--- src/rtl/uart_tx_drain.sv ---
// Drains a first-word-fallthrough byte FIFO into 8N1 UART frames on o_tx, popping one byte per frame.
// Define UART_TX_PARITY_EN to add an even-parity bit after bit 7 (8E1, 11-bit frames).
module uart_tx_drain #(
  parameter int DIVISOR = 104,
  localparam int CBITS = $clog2(DIVISOR)
) (
  input  logic       i_clk,
  input  logic       i_reset_n,
  input  logic       i_data_available,
  input  logic [7:0] i_read_data,
  output logic       o_read_strobe,
  output logic       o_tx,
  output logic       o_busy
);

`ifdef UART_TX_PARITY_EN
  typedef enum logic [2:0] {S_IDLE, S_START, S_DATA, S_PARITY, S_STOP} state_t;
`else
  typedef enum logic [2:0] {S_IDLE, S_START, S_DATA, S_STOP} state_t;
`endif

  localparam logic [CBITS-1:0] BAUD_LAST = CBITS'(DIVISOR - 1);

  state_t           r_state, w_state_next;
  logic [CBITS-1:0] r_baud, w_baud_next;
  logic [2:0]       r_bit, w_bit_next;
  logic [7:0]       r_shift, w_shift_next;
  logic             r_tx, w_tx_next;
  logic             r_strobe, w_strobe_next;
  logic             w_baud_last;
  logic             w_load;
`ifdef UART_TX_PARITY_EN
  logic             r_parity, w_parity_next;
`endif

  assign w_baud_last   = (r_baud == BAUD_LAST);
  assign o_tx          = r_tx;
  assign o_read_strobe = r_strobe;
  assign o_busy        = (r_state != S_IDLE);

  always_ff @(posedge i_clk or negedge i_reset_n) begin
    if (!i_reset_n) begin
      r_state  <= S_IDLE;
      r_baud   <= '0;
      r_bit    <= 3'd0;
      r_shift  <= 8'h00;
      r_tx     <= 1'b1;
      r_strobe <= 1'b0;
`ifdef UART_TX_PARITY_EN
      r_parity <= 1'b0;
`endif
    end else begin
      r_state  <= w_state_next;
      r_baud   <= w_baud_next;
      r_bit    <= w_bit_next;
      r_shift  <= w_shift_next;
      r_tx     <= w_tx_next;
      r_strobe <= w_strobe_next;
`ifdef UART_TX_PARITY_EN
      r_parity <= w_parity_next;
`endif
    end
  end

  always_comb begin
    w_state_next  = r_state;
    w_baud_next   = r_baud;
    w_bit_next    = r_bit;
    w_shift_next  = r_shift;
    w_tx_next     = r_tx;
    w_strobe_next = 1'b0;
    w_load        = 1'b0;
`ifdef UART_TX_PARITY_EN
    w_parity_next = r_parity;
`endif

    case (r_state)
      S_IDLE: begin
        w_load = i_data_available;
      end
      S_START: begin
        if (w_baud_last) begin
          w_state_next = S_DATA;
          w_baud_next  = '0;
          w_tx_next    = r_shift[0];
        end else begin
          w_baud_next = r_baud + 1'b1;
        end
      end
      S_DATA: begin
        if (w_baud_last) begin
          w_baud_next  = '0;
          w_shift_next = {1'b0, r_shift[7:1]};
          if (r_bit == 3'd7) begin
            w_bit_next = 3'd0;
`ifdef UART_TX_PARITY_EN
            w_state_next = S_PARITY;
            w_tx_next    = r_parity;
`else
            w_state_next = S_STOP;
            w_tx_next    = 1'b1;
`endif
          end else begin
            w_bit_next = r_bit + 3'd1;
            w_tx_next  = r_shift[1];
          end
        end else begin
          w_baud_next = r_baud + 1'b1;
        end
      end
`ifdef UART_TX_PARITY_EN
      S_PARITY: begin
        if (w_baud_last) begin
          w_state_next = S_STOP;
          w_baud_next  = '0;
          w_tx_next    = 1'b1;
        end else begin
          w_baud_next = r_baud + 1'b1;
        end
      end
`endif
      S_STOP: begin
        if (w_baud_last) begin
          w_baud_next = '0;
          if (i_data_available) begin
            w_load = 1'b1;
          end else begin
            w_state_next = S_IDLE;
            w_tx_next    = 1'b1;
          end
        end else begin
          w_baud_next = r_baud + 1'b1;
        end
      end
      default: begin
        w_state_next = S_IDLE;
        w_baud_next  = '0;
        w_bit_next   = 3'd0;
        w_tx_next    = 1'b1;
      end
    endcase

    // Shared by IDLE and the back-to-back path out of STOP so streaming adds no gap.
    if (w_load) begin
      w_state_next  = S_START;
      w_baud_next   = '0;
      w_shift_next  = i_read_data;
      w_strobe_next = 1'b1;
      w_tx_next     = 1'b0;
`ifdef UART_TX_PARITY_EN
      w_parity_next = ^i_read_data;
`endif
    end
  end

endmodule

--- config.mk ---
export PLATFORM = sky130hd
export DESIGN_NAME = uart_tx_drain
export DESIGN_NICKNAME = d
export VERILOG_FILES = /design/src/rtl/uart_tx_drain.sv
export SDC_FILE = /design/constraint.sdc
export NUM_CORES = 1
export LEC_CHECK = 0
export BUFFER_PORTS_ARGS = -buffer_cell sky130_fd_sc_hd__buf_2
export CAP_MARGIN = 20
export CORE_ASPECT_RATIO = 1.75
export CORE_MARGIN = 2
export CORE_UTILIZATION = 60
export CTS_CLUSTER_DIAMETER = 100
export CTS_CLUSTER_SIZE = 10
export DETAILED_ROUTE_END_ITERATION = 7
export PLACE_DENSITY_LB_ADDON = 0.05
export SYNTH_ARGS = -nofsm -noshare
export SYNTH_HDL_FRONTEND = slang
export SYNTH_SLANG_ARGS = --single-unit
--- constraint.sdc ---
create_clock -name i_clk -period 6.4 [get_ports i_clk]
set_clock_uncertainty 0.2 [all_clocks]
set_input_delay 0.96 -clock i_clk [delete_from_list [all_inputs] [get_ports i_clk]]
set_output_delay 0.96 -clock i_clk [all_outputs]
set_load 0.01 [all_outputs]
# Word-level counts from Yosys, hierarchy flattened
# Index checks and enable logic that the tools add are counted.
[word_totals] in_bits=11 wordCells=58 regBits=23 output_inout_bits=3
[op_classes] muxes=27 n_eq_ne=12 reduce_logical=10 n_bitwise=1 add_sub_neg=2
[ops] cell="$mux W3" n=8
[ops] cell="$mux W8" n=3
[ops] cell="$ne A3 B3 Y1 const B" n=5
[ops] cell="$mux W7" n=2
[ops] cell="$pmux W7 S2" n=1
[ops] cell="$pmux W3 S4" n=1
[ops] cell="$mux W1" n=9
[ops] cell="$add A7 B1 Y7 const B" n=1
[ops] cell="$eq A7 B7 Y1 const B" n=1
[ops] cell="$eq A3 B2 Y1 const B" n=2
[ops] cell="$pmux W3 S2" n=1
[ops] cell="$reduce_and A6 Y1" n=1
[ops] cell="$reduce_or A3 Y1" n=2
[ops] cell="$reduce_and A5 Y1" n=1
[ops] cell="$ne A2 B2 Y1 const B" n=2
[ops] cell="$pmux W1 S4" n=1
[ops] cell="$reduce_and A2 Y1" n=2
[ops] cell="$reduce_bool A2 Y1" n=2
[ops] cell="$add A3 B1 Y3 const B" n=1
[ops] cell="$eq A3 B1 Y1 const B" n=1
[ops] cell="$eq A3 B3 Y1 const B" n=1
[ops] cell="$logic_not A3 Y1" n=1
[ops] cell="$reduce_bool A3 Y1" n=1
[ops] cell="$pmux W1 S2" n=1
[ops] cell="$not A1 Y1" n=1

# Depth between registers and ports, before layout
# Gate-level depths: netlist of the first run.
[logic_depth] depth_word=5 ltp_mapped=7 ltp_nobuf=6

# Worst setup path before layout of the first run
# Ideal clock, no wire load.
[synth_path] kind="input to register" from="input i_data_available" to="register r_baud[5]" path_stages=5 required_ns=6.079 setup_time_ns=0.121 arrival_time_ns=1.871 path_slack_ns=4.208 cell_sequence="nor2b_1 -> clkbuf_1 -> nor2_1 -> a21o_1 -> a22o_1"
[synth_via] elab_chain_cells=4 elab_cells_between_ends=5
[synth_rtl] item="from (decl)" line_no="9" text="input logic i_data_available,"
[synth_rtl] item="$mux W1" line_no="125" text="if (i_data_available) begin"
[synth_rtl] item="$mux W1" line_no="123" text="if (w_baud_last) begin"
[synth_rtl] item="$pmux W1 S2 (*)" line_no="77" text="case (r_state)"
[synth_rtl] item="$ne A2 B2 Y1 (no line) / $mux W7 (equally long branches)"
[synth_rtl] item="to (signal assigned)" line_no="54" text="r_baud <= w_baud_next;"
[synth_rtl] item="to (decl)" line_no="25" text="logic [CBITS-1:0] r_baud, w_baud_next;"
# Mark *: on every way between the ends. The rest lies on a longest branch, timed or not.
# A chain may end at the register's enable or synchronous reset.

# Worst setup path in the final report of the first run
[layout_path] from="register r_state[1]" to="output o_busy"
[layout_via] elab_chain_cells=1
[layout_rtl] item="from (decl)" line_no="24" text="state_t r_state, w_state_next;"
[layout_rtl] item="from (signal assigned)" line_no="53" text="r_state <= w_state_next;"
[layout_rtl] item="$reduce_bool A3 Y1" line_no="39" text="assign o_busy = (r_state != S_IDLE);"
[layout_rtl] item="to (decl)" line_no="13" text="output logic o_busy"
# No other way between the ends.

==> results of run 1 <==
## flip-flops by register name, indices dropped and copies added, names as in the netlist
register	cells
o_tx	1
r_shift	8
o_read_strobe	1
r_state	2
r_bit	3
r_baud	7
## worst reg2reg max path: cells and delay by family (launching register included)
family                   cells  cell delay [ps]
AND/OR/NAND/NOR              2             1070
flip-flops                   1              430
adder cells (fa/ha/maj)      1              370
multiplexers                 1              290
buffers and inverters        1              120
AO/OA/AOI/OAI                1              120
## path summary, 6_finish.rpt
kind / end / start
max: o_busy / r_state[1]$_DFFE_PN0P_
max reg2reg: r_shift[0]$_DFFE_PN0P_ / r_state[0]$_DFFE_PN0P_
min: r_shift[3]$_DFFE_PN0P_ / r_shift[3]$_DFFE_PN0P_
max in group asynchronous: o_tx$_DFFE_PN1P_ / i_reset_n
min in group asynchronous: r_shift[5]$_DFFE_PN0P_ / i_reset_n
min reg2reg: r_shift[3]$_DFFE_PN0P_ / r_shift[3]$_DFFE_PN0P_
## cells in the mapped netlist, types with 2 or more instances
library cell,n
nor2_1,7
nor3_1,3
nand2_1,21
and3_1,2
o22ai_1,9
ha_1,9
a22oi_1,3
mux2_2,8
buf_2,2
a22o_1,3
nand3_1,3
o2bb2ai_1,4
inv_1,7
dfrtp_1,21
o21ai_0,6
a21oi_1,4
## where the power goes
| group | switching, uW | total (uW) | internal (uW) |
|---|---|---|---|
| clock network | 45.3 | 89.7 | 44.4 |
| logic | 207 | 357 | 151 |
| registers | 31.1 | 215 | 184 |
## per-stage QoR
stage	total power (uW)	hold WS [ps]
6_report	662	326
5_1_grt	708	346
4_1_cts	664	321
3_5_place_dp	575	303
3_3_place_gp	561	291
2_1_floorplan	496	279
## layout make-up
class	instances	area [um2]
Clock buffer	4	45.0
Fill cell	182	734
Inverter	7	26.3
Multi-Input combinational cell	108	791
Sequential cell	22	552
Tap cell	25	31.3
Timing Repair Buffer	13	65.1
## metal layers
layer	GRT usage [%]	routed length, um	vias up
met5	0	0	-
met4	11.7	54	0
met3	2.27	70	6
met2	46.0	1700	23
met1	28.1	1190	547
li1	-	-	553
## cells by family (layout without fill, tap and decap cells)
group                      count (synthesis)  after routing
adders and majority gates                  9              9
DFF                                       22             22
and+or+nand+nor                           46             46
muxes                                      9              9
buffers and inverters                     12             24
AOI/OAI and AO/OA                         44             44
==> flow_metrics.tcl, run 1 <==
set metrics [dict create \
    cpPeakStageDelay_ps 450 \
    path_max_fanout 9 \
    r2r_cells 6 \
    cellPowerDensity_mw_per_mm2 438 \
    hold_buffers 0 \
    drc 0 \
    die_h_um 67.9 \
    num_rows 23 \
    timing.slew.headroom_pct 53.1 \
    area_growth_pct 7.77 \
    cp_top_family "buffers and inverters" \
    antenna_found_initial 0 \
    leakage_uw 0.000663 \
    die-area_mm2 0.00275 \
    synth_mux_area_share_pct 7.14 \
    period_needed_ps 2870 \
    slowest_stage "dfrtp_1" \
    synthFlopType "dfrtp_1" \
    path_clk_slew_ps 80 \
    post_dp_cell_area_mm2 0.00147 \
    grt_max_degree 23 \
    cts_resized 0 \
    cts.path.max_buffers 2 \
    synth_compound_area_share_pct 24.8 \
    core_mm2 0.00224 \
    synthAdderAreaFrac_pct 8.04 \
    path_cells "inv_1 -> ha_1 -> inv_1 -> buf_2" \
    place_inst 175 \
    hpwlAfterDp_mm 2.29 \
    crit_arrival_ps 1710 \
    r2r_setup_slack_ps 3680 \
    min_path_cells 1 \
    ys_ff_latch 22 \
    ys_types 46 \
    finalInstanceArea_mm2 0.00151 \
    instances_no_fill 179 \
    cp.depth 4 \
    numCtsBuffers 3 \
    hold_class "flip-flop to flip-flop" \
    drt-vias-per-instance 6.31 \
    cp.required_ps 5240 \
    synth_cells 142 \
    drtIter0Drc 29 \
    finalCoreUtilization_pct 67.3 \
    grt_pass1_vias 1115 \
    avgSynthCellArea_um2 9.87 \
    cts_tree "built" \
    insertion_delay_ps 260 \
    irDropWorstVdd_mv 0.224 \
    fin_tns_setup_ps 0 \
    wl_mm 3.02 \
    top_level_ports 14 \
    layout.nets 175 \
    synthTopCellsByArea "dfrtp_1 38%, ha_1 8.0%, mux2_2 6.4%, nand2_1 5.6%, o22ai_1 4.0%" \
    ant_nets 0 \
    io_buffers 13 \
    synth_xor_area_share_pct 0 \
    post_cts_buffers 0 \
    vias 1129 \
    rsz0062_at_grt "no" \
    setup_slack_ps 3530 \
    outcome "finished, final reports clean" \
    synth_area_leader_cell "dfrtp_1" \
    place.gp.congestion 0.852 \
    hold_violations 0 \
    start_kind "flip-flop" \
    clock.fmax_ghz 0.349 \
    antennaDiodeCount 0 \
    grt_pass1_wl_mm 4.86 \
    clock_sinks 22 \
    preCtsSetupSlack_ps 3520 \
    ys_seq_area_share_pct 39.4 \
    cts_root_buffer "clkbuf_8" \
    slew_violations 0 \
    final.period_utilization_pct 44.8 \
    postSynth.asyncResetShare_pct 100 \
    synth.net_count 162 \
    die_w_um 40.5 \
    synth_top_area_share_pct 37.5 \
    firstDrtPassIters 4 \
    synthSimpleGateAreaFrac_pct 16.4 \
    synth_edf_count 0 \
    worstMarginPinSlew_ps 702 \
    maxCapViolations 0 \
    end_kind "primary output" \
    grt.total_usage_pct 25.6 \
    ys_warn_count 0 \
    final_cell_mix "21 x nand2_1, 21 x dfrtp_1, 13 x buf_2" \
    wl_per_cell_um 16.8 \
    drive_gt1_share_pct 20.8 \
    synth_top_family_by_area "compound AO/OA/AOI/OAI gates" \
    syn-cell-area_mm2 0.00140 \
    crit_type "flip-flop to primary output" \
    finalSetupViolations 0 \
    overflow 0 \
    crit_buf_inv 3 \
    initial_core_util_pct 62.4 \
    cts_max_level 1 \
    crit_top_cell "inv_1" \
]
No activity file was read; power rests on OpenSTA's default activity.
==> inputs of run 2 (changes only) <==
--- a/config.mk
+++ b/config.mk
@@ -9,7 +9,7 @@
 export CAP_MARGIN = 20
 export CORE_ASPECT_RATIO = 1.75
 export CORE_MARGIN = 2
-export CORE_UTILIZATION = 60
+export CORE_UTILIZATION = 58
 export CTS_CLUSTER_DIAMETER = 100
 export CTS_CLUSTER_SIZE = 10
 export DETAILED_ROUTE_END_ITERATION = 7
==> constraint.sdc (replaced) <==
create_clock -name i_clk -period 2.7 [get_ports i_clk]
set_clock_uncertainty 0.2 [all_clocks]
set_input_delay 0.405 -clock i_clk [delete_from_list [all_inputs] [get_ports i_clk]]
set_output_delay 0.405 -clock i_clk [all_outputs]
set_load 0.01 [all_outputs]
==> run 2 against run 1 <==
Non-clock buffer count is 2 higher. Final area rose by 1.8%. Count of clock-buffer cells in the layout unchanged. Sequential share of layout area down 0.65 points. Clock power increased to 2.7 times the previous value. Final cell count rose by 1.1%. Critical path type is now flip-flop to flip-flop. Routed wire length up 5.0%. Setup slack lost 3200 ps. Power is 150% higher. Die area is 3.2% higher. Worst hold slack got worse by 180 ps.
==> flow_metrics.tcl, run 2 (synthesis results as in run 1) <==
set metrics [dict create \
    r2r_setup_slack_ps 320 \
    cts_max_level 1 \
    end_kind "flip-flop" \
    grt_max_degree 23 \
    place.gp.congestion 0.861 \
    insertion_delay_ps 270 \
    timing.slew.headroom_pct 58.7 \
    maxCapViolations 0 \
    grt-busiest-layer "met2" \
    multi_input_area_um2 791 \
    overflow 0 \
    antenna_found_initial 0 \
    top_regs "r_shift x8, r_baud x7, r_bit x3" \
    num_rows 23 \
    die_h_um 69.0 \
    r2r-start "r_state[0]$_DFFE_PN0P_" \
    grt_pass1_vias 1194 \
    grt_use_met3_pct 2.25 \
    largest_reg_flops 8 \
    die-area_mm2 0.00284 \
    grt_use_met1_pct 29.6 \
    vias 1160 \
    r2r_cells 6 \
    cts.path.max_buffers 2 \
    irDropWorstVdd_mv 0.594 \
    worstMarginPinSlew_ps 614 \
    grt.total_usage_pct 25.7 \
    post_cts_buffers 0 \
    fin_tns_setup_ps 0 \
    critical_path.endpoint "r_state[0]$_DFFE_PN0P_" \
    antennaDiodeCount 0 \
    start_kind "flip-flop" \
    wl_mm 3.17 \
    seqCellArea_um2 552 \
    wl_per_cell_um 17.5 \
    final.period_utilization_pct 88.0 \
    finalSetupViolations 0 \
    layout.nets 177 \
    crit_arrival_ps 2340 \
    initial_core_util_pct 60.9 \
    drc 0 \
    num-fill-cells 212 \
    worstReg2RegEnd "r_state[0]$_DFFE_PN0P_" \
    io_buffers 13 \
    clock_sinks 22 \
    numCtsBuffers 3 \
    cts_tree "built" \
    top_level_ports 14 \
    grt_pass1_wl_mm 5.20 \
    slew_violations 0 \
    drtIter0Drc 36 \
    crit_start "r_state[0]$_DFFE_PN0P_" \
    hold_class "primary input to flip-flop" \
    use_met2_pct 43.9 \
    crit_type "flip-flop to flip-flop" \
    drive_gt1_share_pct 21.8 \
    period_needed_ps 2380 \
    final_cell_mix "21 x nand2_1, 21 x dfrtp_1, 13 x buf_2" \
    preCtsSetupSlack_ps 382 \
    path_clk_slew_ps 80 \
    cts_root_buffer "clkbuf_8" \
    cp.required_ps 2660 \
    rsz0062_at_grt "no" \
    hold_violations 0 \
    leakage_uw 0.000679 \
    hpwlAfterDp_mm 2.31 \
    ant_nets 0 \
    drt-vias-per-instance 6.41 \
    clock.fmax_ghz 0.421 \
    setup_slack_ps 325 \
    die_w_um 41.2 \
    outcome "finished, final reports clean" \
    max_flop_register "r_shift" \
    cellPowerDensity_mw_per_mm2 1060 \
    path_max_fanout 6 \
    firstDrtPassIters 4 \
    area_growth_pct 9.73 \
    core_mm2 0.00230 \
]
## run 2: layout make-up
class | instances | area share (%)
timing repair buffer | 15 | 5.37
inverter | 7 | 1.71
clock buffer | 4 | 3.58
tap | 25 | 2.03
multi-input combinational | 108 | 51.4
sequential | 22 | 35.9
## run 2: power by group
| part | leakage, uW | internal, uW | switching [uW] |
|---|---|---|---|
| clock network | 0.0000288 | 130 | 113 |
| registers | 0.000289 | 436 | 74.5 |
| logic | 0.000361 | 367 | 510 |
## run 2: worst max-delay path, stage by stage (launching register included)
cell	delay, ps
dfrtp_1	440
inv_1	140
ha_1	380
or4_1	540
o311ai_1	170
o221ai_1	190
and3_1	210
## run 2: how the worst min path moves through the flow
stage | from | endpoint | cells past startpoint
3_3_place_gp | i_reset_n | r_shift[5]$_DFFE_PN0P_ | 1
5_1_grt | i_read_data[7] | r_shift[7]$_DFFE_PN0P_ | 2
2_1_floorplan | i_reset_n | o_read_strobe$_DFF_PN0_ | 0
6_report | i_read_data[7] | r_shift[7]$_DFFE_PN0P_ | 2
3_5_place_dp | i_reset_n | o_read_strobe$_DFF_PN0_ | 1
4_1_cts | i_read_data[7] | r_shift[7]$_DFFE_PN0P_ | 2
## run 2: repair_timing
action                                  in CTS  in global routing
endpoints found under the setup margin       0                  0
hold endpoints to repair                    21                  0
hold buffers                                 1                  0
gates resized for setup                      0                  0
## run 2: per-layer routing
metal | vias up | share of wire, %
li1 | 559 | -
met1 | 569 | 40
met2 | 25 | 55
met3 | 7 | 2.3
met4 | 0 | 2.0
met5 | - | 0
## run 2: per-stage QoR
stage	area (um2)	utilization (%)	total power (uW)	std cells	hold slack, ps
floorplan	1400	-	1180	142	-90.6
global placement	1470	64.0	1350	176	190
detailed placement	1470	64.0	1380	176	200
CTS	1540	66.8	1630	181	147
global route	1540	66.8	1750	181	148
finish	1540	66.8	1630	181	142
==> inputs of run 3 (changes only) <==
--- a/config.mk
+++ b/config.mk
@@ -5,6 +5,7 @@
 export SDC_FILE = /design/constraint.sdc
 export NUM_CORES = 1
 export LEC_CHECK = 0
+export ABC_AREA = 1
 export BUFFER_PORTS_ARGS = -buffer_cell sky130_fd_sc_hd__buf_2
 export CAP_MARGIN = 20
 export CORE_ASPECT_RATIO = 1.75
@@ -14,6 +15,7 @@
 export CTS_CLUSTER_SIZE = 10
 export DETAILED_ROUTE_END_ITERATION = 7
 export PLACE_DENSITY_LB_ADDON = 0.05
+export SLEW_MARGIN = 5
 export SYNTH_ARGS = -nofsm -noshare
 export SYNTH_HDL_FRONTEND = slang
 export SYNTH_SLANG_ARGS = --single-unit
==> run 3 against run 2 <==
Global-route usage down 2.0 points. Worst hold slack is essentially flat. Final cell count is 22% higher. Register-to-register slack better by 250 ps. Critical path type unchanged. Critical path depth is 3 higher. Routed wire length shrank 10%. Final area down 0.41%.
==> flow_metrics.tcl, run 3 <==
set metrics [dict create \
    outcome "finished, final reports clean" \
    grt_pass1_wl_mm 4.62 \
    crit_arrival_ps 2110 \
    rsz0062_at_grt "no" \
    slew_violations 0 \
    cts_root_buffer "clkbuf_8" \
    crit_buf_inv 3 \
    cp.required_ps 2690 \
    max_flop_register "r_shift" \
    min_path_cells 3 \
    synth.net_count 201 \
    num-fill-cells 216 \
    syn-cell-area_mm2 0.00140 \
    hold_class "primary input to flip-flop" \
    path_cells "inv_1 -> ha_1 -> inv_1 -> nand2_1 -> inv_1 -> nand2_4 -> nand2_2 -> nor2_1 -> nor2_1" \
    wl_per_cell_um 12.8 \
    synth_edf_count 0 \
    postSynth.asyncResetShare_pct 100 \
    crit_start "r_state[0]$_DFFE_PN0P_" \
    hold_violations 0 \
    largest_reg_flops 8 \
    ys_warn_count 0 \
    hold_buffers 1 \
    timing.slew.headroom_pct 67.0 \
    synthTopCellsByArea "dfrtp_1 38%, nand2_1 10%, nand3_1 9.0%, ha_1 8.1%, nor2_1 7.3%" \
    cellPowerDensity_mw_per_mm2 959 \
    die_h_um 68.9 \
    cts_resized 0 \
    cp_top_family "simple AND/OR/NAND/NOR gates" \
    synth_xor_area_share_pct 0.627 \
    die_w_um 41.1 \
    power_uw 1470 \
    synth_top_area_share_pct 37.6 \
    clock.fmax_ghz 0.471 \
    cts.path.max_buffers 2 \
    crit_top_cell "inv_1" \
    r2r_setup_slack_ps 580 \
    synthFlopType "dfrtp_1" \
    yosys-top-cells-count "39 x nand2_1, 27 x nor2_1, 25 x nand3_1" \
    fin_tns_setup_ps 0 \
    insertion_delay_ps 260 \
    post_cts_buffers 0 \
    grt.total_usage_pct 23.7 \
    drt-vias-per-instance 5.44 \
    maxCapViolations 0 \
    whs_ps 142 \
    final.period_utilization_pct 78.6 \
    grt_max_degree 24 \
    ys_seq_area_share_pct 39.5 \
    synth_area_leader_cell "dfrtp_1" \
    hp-start "i_read_data[7]" \
    end_kind "flip-flop" \
    crit_type "flip-flop to flip-flop" \
    drc 0 \
    layout.nets 217 \
    drtIter0Drc 15 \
    ant_nets 0 \
    finalSetupViolations 0 \
    numCtsBuffers 3 \
    drive_gt1_share_pct 15.3 \
    synth_cells 181 \
    ys_types 22 \
    synth.most_common_cell "nand2_1" \
    worstReg2RegEnd "r_shift[3]$_DFFE_PN0P_" \
    core_mm2 0.00230 \
    io_buffers 13 \
    firstDrtPassIters 4 \
    path_clk_slew_ps 80 \
    synth_compound_area_share_pct 5.28 \
    period_needed_ps 2120 \
    synthSimpleGateAreaFrac_pct 38.1 \
    num_rows 23 \
    cts_tree "built" \
    clock_sinks 22 \
    final_cell_mix "39 x nand2_1, 27 x nor2_1, 25 x nand3_1" \
    initial_core_util_pct 60.7 \
    cpPeakStageDelay_ps 410 \
    synth_mux_area_share_pct 0 \
    worstMarginPinSlew_ps 495 \
    wl_mm 2.84 \
    antennaDiodeCount 0 \
    top_regs "r_shift x8, r_baud x7, r_bit x3" \
    overflow 0 \
    grt_pass1_vias 1112 \
    top_level_ports 14 \
    area_growth_pct 9.58 \
    irDropWorstVdd_mv 0.607 \
    die-area_mm2 0.00283 \
    layout_commonest_cell "nand2_1" \
    r2r_cells 9 \
    synthAdderAreaFrac_pct 8.06 \
    slowest_stage "dfrtp_1" \
    antenna_found_initial 0 \
    ys_ff_latch 22 \
    r2r-start "r_state[0]$_DFFE_PN0P_" \
    leakage_uw 0.000818 \
    place.gp.congestion 0.761 \
    avgSynthCellArea_um2 7.72 \
    start_kind "flip-flop" \
    cts_max_level 1 \
    vias 1203 \
    path_max_fanout 23 \
    synth_top_family_by_area "simple AND/OR/NAND/NOR gates" \
    hpwlAfterDp_mm 2.18 \
    min_to "r_shift[7]$_DFFE_PN0P_" \
]
==> run 3: cell types whose count changed in the layout (fill, tap and decap cells not counted), moves of 4 or more <==
cell       before  now
o2bb2ai_1       4    0
nand3_1         3   25
inv_2           0    4
inv_1           7   20
nand2_1        21   39
mux2_2          8    0
o22ai_1         9    0
nand3b_1        1    8
nor2_1          7   27
==> run 3: cells by family (layout without fill, tap and decap cells) <==
family,count (synthesis),count (layout)
xor+xnor,1,1
flops,22,22
buf+inv,27,42
compound gates,13,13
simple gates,109,109
fa+ha+maj,9,9
==> run 3: power breakdown <==
part / total, uW / leakage [uW] / internal (uW) / switching, uW
combinational: 700 / 0.000515 / 239 / 461
clock: 234 / 0.0000288 / 130 / 104
sequential: 535 / 0.000274 / 455 / 80.0
==> run 3: worst max-delay path by stage <==
stage	end	slack [ps]	depth (start not counted)
2_1_floorplan	r_baud[0]$_DFFE_PN0P_	860	9
3_3_place_gp	r_shift[5]$_DFFE_PN0P_	680	9
3_5_place_dp	r_shift[5]$_DFFE_PN0P_	590	9
4_1_cts	r_shift[3]$_DFFE_PN0P_	580	9
5_1_grt	r_shift[2]$_DFFE_PN0P_	360	9
6_report	r_shift[3]$_DFFE_PN0P_	580	9
==> run 3: cell type report <==
class	instances	area (um2)	area share, %
sequential	22	552	36.0
tap	25	31.3	2.04
clock buffer	4	55.1	3.59
inverter	24	90.1	5.88
multi-input combinational	132	728	47.5
timing repair buffer	14	75.1	4.90
==> run 3: metrics by stage <==
step	setup WS, ps	cell area (um2)	instances	utilization, %
2_1_floorplan	864	1400	181	-
3_3_place_gp	677	1470	216	63.7
3_5_place_dp	593	1470	216	63.7
4_1_cts	583	1530	221	66.5
5_1_grt	357	1530	221	66.5
6_report	577	1530	221	66.5
==> run 3: worst reg2reg max path, stage by stage (launching register included) <==
cell and delay, ps:
dfrtp_1 410, inv_1 110, ha_1 310, inv_1 80, nand2_1 130, inv_1 260
nand2_4 210, nand2_2 180, nor2_1 60, nor2_1 100
==> run 3: metal layers <==
metal  track usage [%]  up-vias  routed length, um
met2              43.4       31               1520
li1                  -      608                  -
met4              9.68        0                 53
met3              1.92        6                101
met5                 0        -                  0
met1              26.0      558               1160
